**config.mk**
```make
export PLATFORM = sky130hd
export DESIGN_NAME = phase_error_capture
export DESIGN_NICKNAME = d
export VERILOG_FILES = /design/src/rtl/phase_error_capture_pkg.sv /design/src/rtl/phase_error_capture_ram.sv /design/src/rtl/phase_error_capture.sv
export SDC_FILE = /design/constraint.sdc
export NUM_CORES = 1
export LEC_CHECK = 0
export CAP_MARGIN = 0
export CELL_PAD_IN_SITES_DETAIL_PLACEMENT = 0
export CELL_PAD_IN_SITES_GLOBAL_PLACEMENT = 2
export CORE_MARGIN = 2
export CORE_UTILIZATION = 47
export CTS_CLUSTER_DIAMETER = 40
export CTS_CLUSTER_SIZE = 25
export DETAILED_ROUTE_END_ITERATION = 10
export DONT_BUFFER_PORTS = 1
export GPL_TIMING_DRIVEN = 1
export PLACE_DENSITY_LB_ADDON = 0.1
export SLEW_MARGIN = 20
export SYNTH_ARGS = -nofsm -noshare
export SYNTH_HDL_FRONTEND = slang
export SYNTH_HIERARCHICAL = 1
export SYNTH_SLANG_ARGS = --single-unit
```
**constraint.sdc**
```tcl
create_clock -name fpga_clk_i -period 3.9 [get_ports fpga_clk_i]
set_clock_uncertainty 0.2 [all_clocks]
set_input_delay 0.78 -clock fpga_clk_i [delete_from_list [all_inputs] [get_ports fpga_clk_i]]
set_output_delay 0.78 -clock fpga_clk_i [all_outputs]
set_load 0.005 [all_outputs]
```
**src/rtl/phase_error_capture_pkg.sv**
```systemverilog
// Shared types and helpers for the phase-error capture buffer.
package phase_error_capture_pkg;

  typedef enum logic [2:0] {
    IDLE = 3'd0,
    FILL = 3'd1,
    WAIT = 3'd2,
    POST = 3'd3,
    READ = 3'd4
  } state_t;

  typedef enum logic [1:0] {
    TRIG_IMM  = 2'b00,
    TRIG_MAG  = 2'b01,
    TRIG_SIGN = 2'b10,
    TRIG_RSVD = 2'b11
  } trig_mode_t;

  localparam int unsigned MAG_W = 32;

  // Callers sign-extend first so the most negative sample keeps its full magnitude.
  function automatic logic [MAG_W-1:0] mag_f(input logic signed [MAG_W-1:0] v);
    logic [MAG_W-1:0] r;
    r = v[MAG_W-1] ? -v : v;
    return r;
  endfunction

endpackage

```
**src/rtl/phase_error_capture_ram.sv**
```systemverilog
// Single-clock simple dual-port sample store with a registered, enable-held read port.
module capture_ram
  import phase_error_capture_pkg::*;
#(
  parameter int unsigned ERR_W = 8,
  parameter int unsigned DEPTH = 64,
  parameter int unsigned AW    = $clog2(DEPTH)
) (
  input  logic             clk_i,
  input  logic             we_i,
  input  logic [AW-1:0]    waddr_i,
  input  logic [ERR_W-1:0] wdata_i,
  input  logic             re_i,
  input  logic [AW-1:0]    raddr_i,
  output logic [ERR_W-1:0] rdata_o
);

  logic [ERR_W-1:0] mem_q [DEPTH];

  always_ff @(posedge clk_i) begin
    if (we_i) begin
      mem_q[waddr_i] <= wdata_i;
    end
    if (re_i) begin
      rdata_o <= mem_q[raddr_i];
    end
  end

endmodule

```
**src/rtl/phase_error_capture.sv**
```systemverilog
// Triggered capture of the decimated ADPLL phase-error stream, with
// pre-trigger history, min/max tracking and a valid/ready readout port.
module phase_error_capture
  import phase_error_capture_pkg::*;
#(
  parameter int unsigned ERR_W   = 8,
  parameter int unsigned DEPTH   = 64,
  parameter int unsigned AW      = $clog2(DEPTH),
  parameter int unsigned DECIM_W = 16
) (
  input  logic                    fpga_clk_i,
  input  logic                    reset_i,
  input  logic                    sample_en_i,
  input  logic signed [ERR_W-1:0] error_i,
  input  logic                    arm_i,
  input  logic [1:0]              trig_mode_i,
  input  logic [ERR_W-1:0]        thresh_i,
  input  logic [AW-1:0]           pretrig_i,
  input  logic [DECIM_W-1:0]      decim_i,
  output logic [2:0]              state_o,
  output logic                    done_o,
  output logic signed [ERR_W-1:0] rd_data_o,
  output logic                    rd_valid_o,
  input  logic                    rd_ready_i,
  output logic signed [ERR_W-1:0] min_o,
  output logic signed [ERR_W-1:0] max_o
);

  localparam int unsigned CW = AW + 1;
  localparam logic [CW-1:0] DEPTH_C = CW'(DEPTH);

  state_t                  state_q, state_d;
  trig_mode_t              mode_q, mode_d;
  logic [ERR_W-1:0]        thresh_q, thresh_d;
  logic [AW-1:0]           pretrig_q, pretrig_d;
  logic [DECIM_W-1:0]      decim_q, decim_d;
  logic [DECIM_W-1:0]      dcnt_q, dcnt_d;
  logic [AW-1:0]           wr_ptr_q, wr_ptr_d;
  logic [AW-1:0]           start_ptr_q, start_ptr_d;
  logic [CW-1:0]           cnt_q, cnt_d;
  logic [CW-1:0]           rd_cnt_q, rd_cnt_d;
  logic [CW-1:0]           hs_cnt_q, hs_cnt_d;
  logic                    first_q, first_d;
  logic                    prev_neg_q, prev_neg_d;
  logic signed [ERR_W-1:0] min_q, min_d;
  logic signed [ERR_W-1:0] max_q, max_d;
  logic signed [ERR_W-1:0] data_q, data_d;
  logic                    valid_q, valid_d;
  logic                    s1_q, s1_d;
  logic                    done_q, done_d;

  logic [CW-1:0]    post_target;
  logic             capturing;
  logic             strobe;
  logic             accept;
  logic [MAG_W-1:0] err_mag;
  logic             trig_hit;
  logic             out_free;
  logic             issue;
  logic             hs;
  logic [AW-1:0]    ram_raddr;
  logic [ERR_W-1:0] ram_rdata;

  assign post_target = DEPTH_C - {1'b0, pretrig_q};
  // Once the post window is full no further writes land, so the oldest kept sample survives.
  assign capturing = (state_q == FILL) || (state_q == WAIT) ||
                     ((state_q == POST) && (cnt_q != post_target));
  assign strobe    = sample_en_i && capturing;
  assign accept    = strobe && (dcnt_q == '0);
  assign err_mag   = mag_f(MAG_W'(error_i));

  always_comb begin
    case (mode_q)
      TRIG_MAG:  trig_hit = err_mag >= MAG_W'(thresh_q);
      TRIG_SIGN: trig_hit = !first_q && prev_neg_q && !error_i[ERR_W-1];
      default:   trig_hit = 1'b1;
    endcase
  end

  // Two-stage read pipe: s1 marks valid RAM output; the RAM read port stalls with it.
  assign out_free  = !valid_q || rd_ready_i;
  assign issue     = (state_q == READ) && (rd_cnt_q != DEPTH_C) && (!s1_q || out_free);
  assign hs        = valid_q && rd_ready_i;
  assign ram_raddr = start_ptr_q + rd_cnt_q[AW-1:0];

  capture_ram #(
    .ERR_W (ERR_W),
    .DEPTH (DEPTH),
    .AW    (AW)
  ) u_ram (
    .clk_i   (fpga_clk_i),
    .we_i    (accept),
    .waddr_i (wr_ptr_q),
    .wdata_i (error_i),
    .re_i    (issue),
    .raddr_i (ram_raddr),
    .rdata_o (ram_rdata)
  );

  always_comb begin
    state_d     = state_q;
    mode_d      = mode_q;
    thresh_d    = thresh_q;
    pretrig_d   = pretrig_q;
    decim_d     = decim_q;
    dcnt_d      = dcnt_q;
    wr_ptr_d    = wr_ptr_q;
    start_ptr_d = start_ptr_q;
    cnt_d       = cnt_q;
    rd_cnt_d    = rd_cnt_q;
    hs_cnt_d    = hs_cnt_q;
    first_d     = first_q;
    prev_neg_d  = prev_neg_q;
    min_d       = min_q;
    max_d       = max_q;
    data_d      = data_q;
    valid_d     = valid_q;
    s1_d        = s1_q;
    done_d      = 1'b0;

    if (accept) begin
      wr_ptr_d   = wr_ptr_q + AW'(1);
      dcnt_d     = decim_q;
      first_d    = 1'b0;
      prev_neg_d = error_i[ERR_W-1];
      if (first_q) begin
        min_d = error_i;
        max_d = error_i;
      end else begin
        if (error_i < min_q) min_d = error_i;
        if (error_i > max_q) max_d = error_i;
      end
    end else if (strobe) begin
      dcnt_d = dcnt_q - DECIM_W'(1);
    end

    case (state_q)
      IDLE: begin
        if (arm_i) begin
          state_d   = FILL;
          mode_d    = trig_mode_t'(trig_mode_i);
          thresh_d  = thresh_i;
          pretrig_d = pretrig_i;
          decim_d   = decim_i;
          dcnt_d    = '0;
          cnt_d     = '0;
          first_d   = 1'b1;
        end
      end
      FILL: begin
        if (accept) cnt_d = cnt_q + CW'(1);
        if (cnt_q == {1'b0, pretrig_q}) state_d = WAIT;
      end
      WAIT: begin
        if (accept && trig_hit) begin
          start_ptr_d = wr_ptr_q - pretrig_q;
          cnt_d       = CW'(1);
          state_d     = POST;
        end
      end
      POST: begin
        if (accept) cnt_d = cnt_q + CW'(1);
        if (cnt_q == post_target) begin
          state_d  = READ;
          rd_cnt_d = '0;
          hs_cnt_d = '0;
          s1_d     = 1'b0;
        end
      end
      READ: begin
        if (issue) begin
          rd_cnt_d = rd_cnt_q + CW'(1);
          s1_d     = 1'b1;
        end else if (out_free) begin
          s1_d = 1'b0;
        end
        if (out_free) begin
          valid_d = s1_q;
          if (s1_q) data_d = ram_rdata;
        end
        if (hs) begin
          hs_cnt_d = hs_cnt_q + CW'(1);
          if (hs_cnt_q == DEPTH_C - CW'(1)) begin
            state_d = IDLE;
            done_d  = 1'b1;
            valid_d = 1'b0;
            s1_d    = 1'b0;
          end
        end
      end
      default: state_d = IDLE;
    endcase
  end

  always_ff @(posedge fpga_clk_i) begin
    if (reset_i) begin
      state_q     <= IDLE;
      mode_q      <= TRIG_IMM;
      thresh_q    <= '0;
      pretrig_q   <= '0;
      decim_q     <= '0;
      dcnt_q      <= '0;
      wr_ptr_q    <= '0;
      start_ptr_q <= '0;
      cnt_q       <= '0;
      rd_cnt_q    <= '0;
      hs_cnt_q    <= '0;
      first_q     <= 1'b1;
      prev_neg_q  <= 1'b0;
      min_q       <= '0;
      max_q       <= '0;
      data_q      <= '0;
      valid_q     <= 1'b0;
      s1_q        <= 1'b0;
      done_q      <= 1'b0;
    end else begin
      state_q     <= state_d;
      mode_q      <= mode_d;
      thresh_q    <= thresh_d;
      pretrig_q   <= pretrig_d;
      decim_q     <= decim_d;
      dcnt_q      <= dcnt_d;
      wr_ptr_q    <= wr_ptr_d;
      start_ptr_q <= start_ptr_d;
      cnt_q       <= cnt_d;
      rd_cnt_q    <= rd_cnt_d;
      hs_cnt_q    <= hs_cnt_d;
      first_q     <= first_d;
      prev_neg_q  <= prev_neg_d;
      min_q       <= min_d;
      max_q       <= max_d;
      data_q      <= data_d;
      valid_q     <= valid_d;
      s1_q        <= s1_d;
      done_q      <= done_d;
    end
  end

  assign state_o    = state_q;
  assign done_o     = done_q;
  assign rd_data_o  = data_q;
  assign rd_valid_o = valid_q;
  assign min_o      = min_q;
  assign max_o      = max_q;

endmodule

```
==> metrics.txt <==
area of the multi-input gates=7865 um^2; Worst Path Required=4020 ps; Port Buf Inserts=0; Num CTS Buffers=90; Async S/R FF share, synth=0%; setup TNS=0 ps; Seq/Total Area, Yosys=between 60% and 70%; Post-Syn Area=about 26000 um^2; Hold Path Sink=thresh_q[7]; hold wc startpoint=reset_i; RSZ-0062 raised after global routing=no; Slew @ Worst Pin=958.4 ps; share of cells above drive strength 1=a little under a quarter; Yosys top cell area share=approximately 59%; crit path launch=pretrig_q[0]; Buf/Inv on CP=3; Yosys cell types=76; CTS tree=yes; Setup CP Type=flop to flop; Worst path top cell family by delay=simple AND/OR/NAND/NOR gates; CP cell instances=inv_1 > ha_1 > nor2b_1 > a211o_1 > a31o_2 > a41oi_4 > nand2_4 > inv_2 > nor2b_1 > nand2_1 > nor2_1 > buf_4; Final setup viols=0; First-pass DRT Iterations=5; first-pass GRT wire length=~95000 um; DP HPWL=38640 um; startpoint types=flop; vias per cell=5.605; Post-synth EDFFs=520; Clk network pwr share=between 40% and 50%; Psw=around 3.9 mW; Fill cells=4415; cell row count=86; Layout Nets=around 1900; worst reg2reg path depth=12; outcome=complete, no violations; max frequency=281.9 MHz; Post-CTS Setup Inserts=0; number of global-route vias before repair=14890; Skew-Pair Late Insertion Delay=approximately 630 ps; #FFs+latches synth=~630; fin crit period=between 3000 and 4000 ps; die footprint=approximately 58000 um^2; slowest stage cell, crit path=nand2_1; die span in y=approximately 240 um; internal power=12.84 mW; Comb power frac=between 5 and 6%; DR DRC count=0; I/O Pins=74; Antenna Violating Nets Remaining=0; Initial DRC Count=1096; leakage power=10.27 nW; register area=between 15000 and 20000 um^2; Cell Count, Final, Fillers Out=about 2600; area growth from synthesis to layout=18.12%; Worst-path clk slew=around 50 ps; Overflow after GRT=0; syn_area_per_cell=about 16 um^2; post_cts resized=0; CP Capture Type=flop; max incr delay on CP=approximately 450 ps; CTS sink cnt=approximately 630; count leader, synth=edfxtp_1; Worst R2R Setup Slack=350 ps; CTS Buffer Depth=3; Max Cap Violations=0; power share of the sequential group=44.7%; sw frac=about a quarter; Post-CTS Hold Buffers=4; final wirelength=62900 um; largest net degree at the start of global routing=79; cell count of the worst hold path=1; Main synth FF type=edfxtp_1; Synth area leaders=edfxtp_1, mux4_2, dfxtp_1; WP data arrival=between 3000 and 4000 ps; R2R Path End=u_ram/mem_q[10][6]; Vias=14840; H-tree depth=3; initial core utilization=between 40 and 50%; pwr dens=around 540 nW/um^2; cell taking the most area after synthesis=edfxtp_1; Global Route Usage Sum=22.38%; Gate Count Post-Synth=about 1700; Synthesized Nets=~1800; core area=55200 um^2; # diodes=0; Root Driver=clkbuf_16; Hold Fails Final Rpt=0; initial antenna violation count=1; RD Place Congestion=0.7931; period utilization=about nine tenths; Critical R2R Launch=pretrig_q[0]; CP max FO=8; worst vdd ir=between 0.3 and 0.4 mV; Syn. warnings=6; Max-slew headroom=a little over a third; Post-synth top cells=edfxtp_1, nor2_1, mux4_2, nand2_1, dfxtp_1; most frequent CP cell=nor2b_1; drt wl/cell=~24 um; HP Class=input pin to flop; pins over their slew limit=0; die width=between 200 and 250 um; cell count after placement=2475
[layout make-up]
class,instances,area share (%)
Timing Repair Buffer,129,3.452
Clock buffer,98,7.472
Clock inverter,71,2.615
Sequential cell,633,57.49
Inverter,55,0.6719
Multi-Input combinational cell,914,25.29
Tap cell,748,3.010
[power groups by stage]
stage          clock network [mW]  logic (mW)  registers [mW]
6_report                     8.29       0.971            7.49
5_1_grt                      8.74        1.10            7.50
4_1_cts                      8.44       0.985            7.49
3_5_place_dp                    0       0.964            7.63
3_3_place_gp                    0       0.952            7.63
2_1_floorplan                   0       0.711            7.60
[kinds of logic after synthesis]
| group | Yosys count | synth area share (%) |
|---|---|---|
| flops | 633 | 67.91 |
| simple gates | 432 | 7.571 |
| mux | 193 | 13.39 |
| compound gates | 192 | 4.829 |
| buf+inv | 131 | 2.376 |
| xor+xnor | 52 | 1.730 |
| fa+ha+maj | 45 | 2.196 |
[how the worst max path moves through the flow]
stage                              end  slack (ps)  cells past startpoint
finish              u_ram/mem_q[10][6]         350                     12
global route        u_ram/mem_q[28][2]         120                     10
CTS                   u_ram/rdata_o[3]         320                     10
detailed placement            cnt_q[2]         200                     12
global placement              cnt_q[2]         240                     12
floorplan           u_ram/mem_q[62][0]         400                     11
[cell usage in the layout, fill, tap and decap left out, types with 5 or more instances in the layout]
master,instances
a211oi_1,12
a21o_1,6
a21oi_1,75
a221oi_1,7
buf_12,8
buf_4,117
bufinv_16,9
clkbuf_1,5
clkbuf_16,91
clkinv_2,9
clkinv_4,17
clkinvlp_4,6
dfxtp_1,113
edfxtp_1,520
ha_1,42
inv_1,52
inv_6,13
inv_8,8
mux2_2,14
mux2i_1,53
mux4_2,126
nand2_1,124
nand2b_1,18
nand3_1,31
nand4_1,8
nor2_1,163
nor2b_1,19
nor3_1,21
nor4_1,7
o21ai_0,26
o221ai_1,9
o22ai_1,8
or3_1,7
or4_1,5
xnor2_1,27
xor2_1,22
[metal layers]
metal	track usage [%]	routed length (um)
met5	0	13
met1	32.94	29330
met3	4.587	3575
met4	6.192	1432
met2	34.03	28540
[stage by stage]
stage                     area (um^2)  worst slack [ps]  hold WS [ps]  power, mW  util [%]
after global placement          27930             243.1         226.5      8.582     50.59
after CTS                       31100             319.5       0.07216      16.92     56.34
after global routing            31100             115.5         3.288      17.33     56.34
after detailed placement        27930             201.5         230.7      8.596     50.59
final                           31100             353.2         33.53      16.75     56.34
after floorplan                 26330             395.4         214.3      8.314         -
[sequential cells by signal (all words and copies together) (netlist names)]
register and flops:
wr_ptr_q 6, u_ram/rdata_o 8, mode_q 2, start_ptr_q 6
dcnt_q 16, thresh_q 8, min_o 8, rd_data_o 8
rd_valid_o 1, state_o 3, max_o 8, u_ram/mem_q 512
decim_q 16, hs_cnt_q 7, pretrig_q 6, first_q 1
rd_cnt_q 7, s1_q 1, cnt_q 7, done_o 1
prev_neg_q 1
[worst register-to-register path: cells and delay by family (launching register included)]
family                   cells  cell delay, ps
flip-flops                   1             440
AND/OR/NAND/NOR              5            1140
buffers and inverters        3             370
adder cells (fa/ha/maj)      1             200
AO/OA/AOI/OAI                3             880
Note: power is estimated with default switching activity, not from simulation.
